`src/rtl/fft_mem_ctrl.sv`:
```
// ============================================================================
// Module   : fft_mem_ctrl
// Purpose  : Frame sequencer and arbiter for the shared single-port sample
//            RAM. It steps each frame through loader fill, in-place FFT and
//            spectrum readout, and hands the RAM port to one requester per
//            phase. While idle, a host/debug read port may use the RAM.
// Options  : FFT_MEM_CTRL_TIMEOUT_EN - adds a per-phase watchdog that sends
//            the block back to IDLE and sets a sticky error flag.
// Revision : 1.0 - initial release
// ============================================================================
`default_nettype none

module fft_mem_ctrl #(
    parameter int ADDR_W         = 11,
    parameter int DATA_W         = 10,
    parameter int N_SAMPLES      = 1024,
    parameter int TIMEOUT_CYCLES = 65535
) (
    input  logic              clk,
    input  logic              rst_n,
    input  logic              start,
    output logic              busy,
    output logic              frame_done,
    output logic              error,
    output logic              load_go,
    input  logic              load_we,
    input  logic [ADDR_W-1:0] load_addr,
    input  logic [DATA_W-1:0] load_data,
    input  logic              load_done,
    output logic [ADDR_W-1:0] load_count,
    output logic              fft_start,
    input  logic              fft_we,
    input  logic [ADDR_W-1:0] fft_addr,
    input  logic [DATA_W-1:0] fft_wdata,
    input  logic              fft_done,
    output logic              rd_go,
    input  logic [ADDR_W-1:0] rd_addr,
    input  logic              rd_done,
    input  logic              host_req,
    input  logic [ADDR_W-1:0] host_addr,
    output logic              host_gnt,
    output logic [ADDR_W-1:0] mem_addr,
    output logic [DATA_W-1:0] mem_wdata,
    output logic              mem_we
);

    typedef enum logic [1:0] {
        S_IDLE = 2'd0,
        S_LOAD = 2'd1,
        S_FFT  = 2'd2,
        S_READ = 2'd3
    } state_t;

    localparam logic [ADDR_W-1:0] COUNT_MAX  = ADDR_W'(N_SAMPLES);
    localparam logic [ADDR_W-1:0] COUNT_LAST = ADDR_W'(N_SAMPLES - 1);

    state_t state;
    state_t state_next;
    logic   timeout;
    logic   load_last;

    // The write that brings the count to N_SAMPLES closes the load phase on
    // the same edge it is issued, just like a load_done arriving with it.
    assign load_last = load_we && (load_count == COUNT_LAST);

    assign busy     = (state != S_IDLE);
    assign load_go  = (state == S_LOAD);
    assign rd_go    = (state == S_READ);
    // start wins over a simultaneous host request.
    assign host_gnt = (state == S_IDLE) && host_req && !start;

`ifdef FFT_MEM_CTRL_TIMEOUT_EN
    localparam int TW = $clog2(TIMEOUT_CYCLES + 1);
    localparam logic [TW-1:0] PHASE_LAST = TW'(TIMEOUT_CYCLES - 1);

    logic [TW-1:0] phase_cnt;

    assign timeout = (state != S_IDLE) && (phase_cnt == PHASE_LAST);

    // Cycles spent in the current phase; restarts on every state change.
    always_ff @(posedge clk or negedge rst_n) begin
        if (!rst_n) begin
            phase_cnt <= '0;
        end else if (state_next != state) begin
            phase_cnt <= '0;
        end else if (state != S_IDLE) begin
            phase_cnt <= phase_cnt + 1'b1;
        end
    end

    // Sticky watchdog flag, cleared only by reset or an accepted start.
    always_ff @(posedge clk or negedge rst_n) begin
        if (!rst_n) begin
            error <= 1'b0;
        end else if (state == S_IDLE && start) begin
            error <= 1'b0;
        end else if (timeout) begin
            error <= 1'b1;
        end
    end
`else
    logic [31:0] unused_timeout_cfg;

    assign unused_timeout_cfg = TIMEOUT_CYCLES;
    assign timeout            = 1'b0;
    assign error              = 1'b0;
`endif

    // State register.
    always_ff @(posedge clk or negedge rst_n) begin
        if (!rst_n) begin
            state <= S_IDLE;
        end else begin
            state <= state_next;
        end
    end

    // Next-state logic: one phase after another, watchdog overrides all.
    always_comb begin
        state_next = state;
        case (state)
            S_IDLE: if (start)                  state_next = S_LOAD;
            S_LOAD: if (load_done || load_last) state_next = S_FFT;
            S_FFT:  if (fft_done)               state_next = S_READ;
            S_READ: if (rd_done)                state_next = S_IDLE;
            default:                            state_next = S_IDLE;
        endcase
        if (timeout) begin
            state_next = S_IDLE;
        end
    end

    // Registered RAM port muxed from the current owner, plus the load
    // counter and the single-cycle status pulses.
    always_ff @(posedge clk or negedge rst_n) begin
        if (!rst_n) begin
            mem_addr   <= '0;
            mem_wdata  <= '0;
            mem_we     <= 1'b0;
            load_count <= '0;
            fft_start  <= 1'b0;
            frame_done <= 1'b0;
        end else begin
            mem_we     <= 1'b0;
            fft_start  <= (state == S_LOAD) && (state_next == S_FFT);
            frame_done <= (state == S_READ) && rd_done && !timeout;
            case (state)
                S_IDLE: begin
                    if (host_gnt) begin
                        mem_addr <= host_addr;
                    end
                    if (start) begin
                        load_count <= '0;
                    end
                end
                S_LOAD: begin
                    mem_addr  <= load_addr;
                    mem_wdata <= load_data;
                    mem_we    <= load_we && !timeout;
                    if (load_we && load_count != COUNT_MAX) begin
                        load_count <= load_count + 1'b1;
                    end
                end
                S_FFT: begin
                    mem_addr  <= fft_addr;
                    mem_wdata <= fft_wdata;
                    mem_we    <= fft_we && !timeout;
                end
                S_READ: begin
                    mem_addr <= rd_addr;
                end
                default: begin
                    mem_we <= 1'b0;
                end
            endcase
        end
    end

endmodule

`default_nettype wire

```
`config.mk`:
```
export PLATFORM = sky130hd
export DESIGN_NAME = fft_mem_ctrl
export DESIGN_NICKNAME = d
export VERILOG_FILES = /design/src/rtl/fft_mem_ctrl.sv
export SDC_FILE = /design/constraint.sdc
export NUM_CORES = 1
export LEC_CHECK = 0
export BUFFER_PORTS_ARGS = -buffer_cell sky130_fd_sc_hd__buf_2
export CORE_UTILIZATION = 48
export DETAILED_ROUTE_END_ITERATION = 8
export PLACE_DENSITY = 0.91
export SLEW_MARGIN = 20
export SYNTH_ARGS = -nofsm -noshare
export SYNTH_HDL_FRONTEND = slang
export SYNTH_SLANG_ARGS = --single-unit
export TNS_END_PERCENT = 100
```
`constraint.sdc`:
```
create_clock -name clk -period 2.9 [get_ports clk]
set_input_delay 0.58 -clock clk [delete_from_list [all_inputs] [get_ports clk]]
set_output_delay 0.58 -clock clk [all_outputs]
set_load 0.01 [all_outputs]
```
**Word level (Yosys, flattened, before mapping)**

Index checks and enable logic that the tools add are counted.

- $add $sub $neg: 1
- Equal/unequal tests: 9
- Muxes and demuxes: 12
- Reduce and logical (&&, ||, !) cells: 13

Operators by type and width:

| cell | count |
|---|---|
| one-hot mux 11 bit (4 select lines) | 1 |
| 2-to-1 mux 11 bit | 3 |
| one-hot mux 11 bit (2 select lines) | 1 |
| one-hot mux 10 bit (2 select lines) | 1 |
| adder 11 x 1 -> 11 bit (second input constant) | 1 |
| equality test 11 x 10 -> 1 bit (second input constant) | 1 |
| != test 11 bit (second input constant) | 1 |
| 2-to-1 mux 2 bit | 4 |
| one-hot mux 2 bit (4 select lines) | 1 |
| equality test 2 bit (second input constant) | 3 |
| logical AND 1 bit | 6 |
| nonzero test 2 bit | 3 |
| != test 2 bit (second input constant) | 2 |
| AND reduction 3 bit | 1 |
| equality test 2 x 1 -> 1 bit (second input constant) | 1 |
| logical NOT 2 bit | 1 |
| != test 2 x 1 -> 1 bit (second input constant) | 1 |
| one-hot mux 1 bit (2 select lines) | 1 |
| logical NOT 1 bit | 1 |
| logical OR 1 bit | 1 |

- Bits in registers: 37
- Input bits: 73
- Output and inout port bits: 40
- Logic and storage cells: 42

**Longest topological paths before layout**

- Depth after elaboration: 7
- Gate-level depth with buffers: 8
- Mapped depth without buffers: 6

**Least setup slack after synthesis**

No wires, ideal clock.

- Path type: reg-to-output
- Start: register state[0]
- End: output host_gnt
- Arrival time: 1.492 ns
- Required time: 2.320 ns
- Setup slack: 0.828 ns
- Stages on the path, launching flop included: 8
- Buffers on the path: 2
- Cells stage by stage: dfrtp_1 > inv_1 > ha_1 > nor2b_1 > clkbuf_1 > nand2_1 > buf_2 > inv_1

- Cells in the longest elaborated chain, start to end: 3

Ends and longest elaborated chain:

| item | line | text |
|---|---|---|
| from (decl) | 57 | `state_t state;` |
| from (signal assigned) | 114 | `state <= state_next;` |
| logical NOT 2 bit | 70 | `assign host_gnt = (state == S_IDLE) && host_req && !start;` |
| logical AND 1 bit (2 in series) | 70 |  |
| to (decl) | 41 | `output logic host_gnt,` |

No other way between the ends.

**Final worst setup path**

Ends and elaborated chain as after synthesis.

==> summary.txt <==
GRT
  – Gr usage total: 24.0%
  – Largest net degree at the start of global routing: 38
  – Number of global-route vias before repair: 1839
  – First-pass GRT wire length: 8.03 mm
  – GR Util met2: 41.8%
  – Met3 Usage GRT: 6.25%
  – Overflow after GRT: 0
  – Initial antenna violation count: 0
  – M1 GR Usage: 26.6%
  – Busiest grt layer: met2

Yosys
  – Area leader, netlist: dfrtp_1
  – Cells after Synth: 200
  – Synthesis Warnings: 0
  – Post-synthesis sequential area ratio: 45.0%
  – Number of flops mapped to enable cells by yosys: 0
  – Mapped Nets: 279
  – Share of the synthesized area in the top cell type: 45.0%
  – Async SR Flop Fraction: 100%
  – Netlist cell types: 36
  – Synth area leaders: dfrtp_1 (45%), mux2i_1 (17%), a222oi_1 (5.4%)
  – Synth Cell Area: 0.00206 mm2
  – Dominant synthesized flop cell: dfrtp_1
  – Avg Cell Area, Syn: 10.3 um2
  – Synth Register Bits: 37

Floorplan
  – Boundary Pins: 113
  – Die width: 67.4 um
  – Starting Density: 50.7%
  – Core ar.: 0.00406 mm2
  – Site Rows: 23
  – Die area: 0.00455 mm2
  – Die Y: 67.4 um

Clocking
  – Htree depth: 2
  – Clock root cell: clkbuf_8
  – CTS resizes: 0
  – Worst-Skew Late Latency: 290 ps
  – Setup Fix Bufs, Post-CTS: 0
  – Bufs on Longest Clock Path: 2
  – CTS tree: done
  – Num CTS Buffers: 5
  – CTS Hold Buffers Added: 0
  – CTS clock-pin slew for the worst setup and hold paths: 70 ps
  – CTS Sinks: 37

Worst setup path
  – Worst setup EP type: primary output
  – Most numerous cell on the critical path: inv_1
  – Crit path max-delay cell type: nor2b_1
  – Largest stage delay, worst path: 550 ps
  – Setup CP Type: register to primary output
  – Startpoint type of the worst setup path: register
  – Required @ worst endpoint: 2320 ps
  – Critical Path AT: 2140 ps
  – CP cell instances: inv_1 > ha_1 > nor2b_1 > nand2_1 > buf_4 > inv_1 > buf_2
  – Crit path max fanout: 12

Drt
  – DRT iter0 DRCs: 131
  – Detailed Route WL: 5.33 mm
  – DRC: 0
  – Vias: 1991
  – Routed WL per cell: 14.9 um
  – First-pass detailed-route iteration total: 5
  – Vias per cell: 5.56
  – Post-DRT Antenna Nets: 0

Cells and area
  – Fraction of layout cells with a size suffix above 1: 39.9%
  – Fill cell count: 322
  – Layout Cells excl Fill: 358
  – Layout Nets: 387
  – Area Overhead vs Synth: 32.7%
  – N_diodes: 0

Timing
  – Clock Skew: 9.44 ps
  – Final Hold Fails: 0
  – Max Fclk: 367 MHz
  – Final Setup Violations: 0
  – Minimum clock period: 2720 ps
  – Slew headroom: 46.0%
  – Final period util: 93.9%
  – Final setup margin: 177 ps
  – WHS: 384 ps
  – Max Slew Vio Count: 0
  – Fin Setup TNS: 0 ps
  – RSZ-0062 raised after global routing: no
  – Worst Max-Slew Pin Slew: 809 ps

Pwr
  – Total power: 2.49 mW
  – Pwr dens: 914 mW/mm2
  – Max IR drop VDD: 0.429 mV
  – Static Leak: 1.46 nW

Place
  – Detailed Place HPWL: 3.99 mm
  – Pre-CTS setup slack: 502 ps
  – Cells after DPL: 351
  – Final GP Congestion: 0.911
  – IO Port Bufs: 111

Job
  – Max-cap check violation count: 0

Run status
  – Status: finished, final reports clean

Worst hold path
  – Hold WC Path Type: input port to asynchronous set/reset pin
-- state kept, by name (all words and copies together) (netlist names) --
| register | flops |
|---|---|
| frame_done | 1 |
| mem_addr | 11 |
| load_count | 11 |
| mem_wdata | 10 |
| fft_start | 1 |
| state | 2 |
| mem_we | 1 |
-- per-stage QoR --
stage               cell area (um2)  utilization, %
floorplan                      2060               -
global placement               2640            65.1
detailed placement             2640            65.1
CTS                            2730            67.2
global route                   2730            67.2
finish                         2730            67.2
-- cell usage after synthesis (2+ instances only) --
master / number
buf_2: 2
a31oi_1: 2
nor4_1: 3
and3b_1: 2
or3_1: 3
a21oi_1: 13
buf_1: 3
ha_1: 6
mux2i_1: 35
dfrtp_1: 37
nand3_1: 2
clkbuf_1: 7
a31o_2: 2
o21ai_0: 6
a222oi_1: 11
nor2_1: 19
buf_4: 2
inv_1: 7
nand2b_1: 2
nand2_1: 9
nand4_1: 2
o31ai_1: 2
xnor2_1: 5
nor4b_1: 3
nor2b_1: 4
-- critical path: cells and delay by family (launching register included) --
kind          cells  cell delay [ps]
fa+ha+maj         1              180
buf+inv           4              530
flops             1              460
simple gates      2              690
-- logic make-up after synthesis --
group,after synthesis,synth area share [%]
and+or+nand+nor,54,13.6
buffers and inverters,21,4.32
xor gates and xnor gates,5,2.13
muxes,35,17.0
other,1,0.182
DFF,37,45.0
AOI/OAI and AO/OA,41,14.0
adders and majority gates,6,3.65
-- layer usage --
metal / vias to the layer above / wire length [um]
li1: 945 / -
met1: 929 / 2150
met2: 106 / 2620
met3: 11 / 450
met4: 0 / 116
met5: - / 0
-- cells in the final DEF (no fill, tap or decap), types with 3 or more instances in the layout --
cell        n
nor4b_1     3
inv_1       7
mux2i_1    35
clkbuf_8    6
or3_1       3
a21oi_1    13
o21ai_0     6
dfrtp_1    37
nor2b_1     4
xnor2_1     5
nor4_1      3
nor2_1     19
buf_2     111
ha_1        6
buf_4       4
nand2_1     9
a222oi_1   11
-- worst paths after layout --
path	cells after the start	slack, ps	start	end
min in group clk	2	520	mem_wdata[5]	mem_wdata[5]
worst max-delay path	7	180	state[0]	host_gnt
max in group asynchronous	1	2000	rst_n	load_count[9]
worst max register to register	7	650	state[0]	load_count[8]
worst min-delay path	1	380	rst_n	load_count[0]
worst min register to register	2	520	mem_wdata[5]	mem_wdata[5]
-- power breakdown --
group / switching (mW) / internal (mW)
Combinational: 0.748 / 0.581
Sequential: 0.105 / 0.703
Clock: 0.168 / 0.188
Total: 1.02 / 1.47
-- cell type report --
class | count | area (um2) | area share [%]
multi-input cells | 142 | 1040 | 38.2
repair buffers | 115 | 586 | 21.5
clock buffers | 7 | 86.3 | 3.17
inverters | 7 | 26.3 | 0.963
well taps | 50 | 62.6 | 2.29
flip-flops and latches | 37 | 926 | 33.9
No activity file was read; power rests on OpenSTA's default activity.
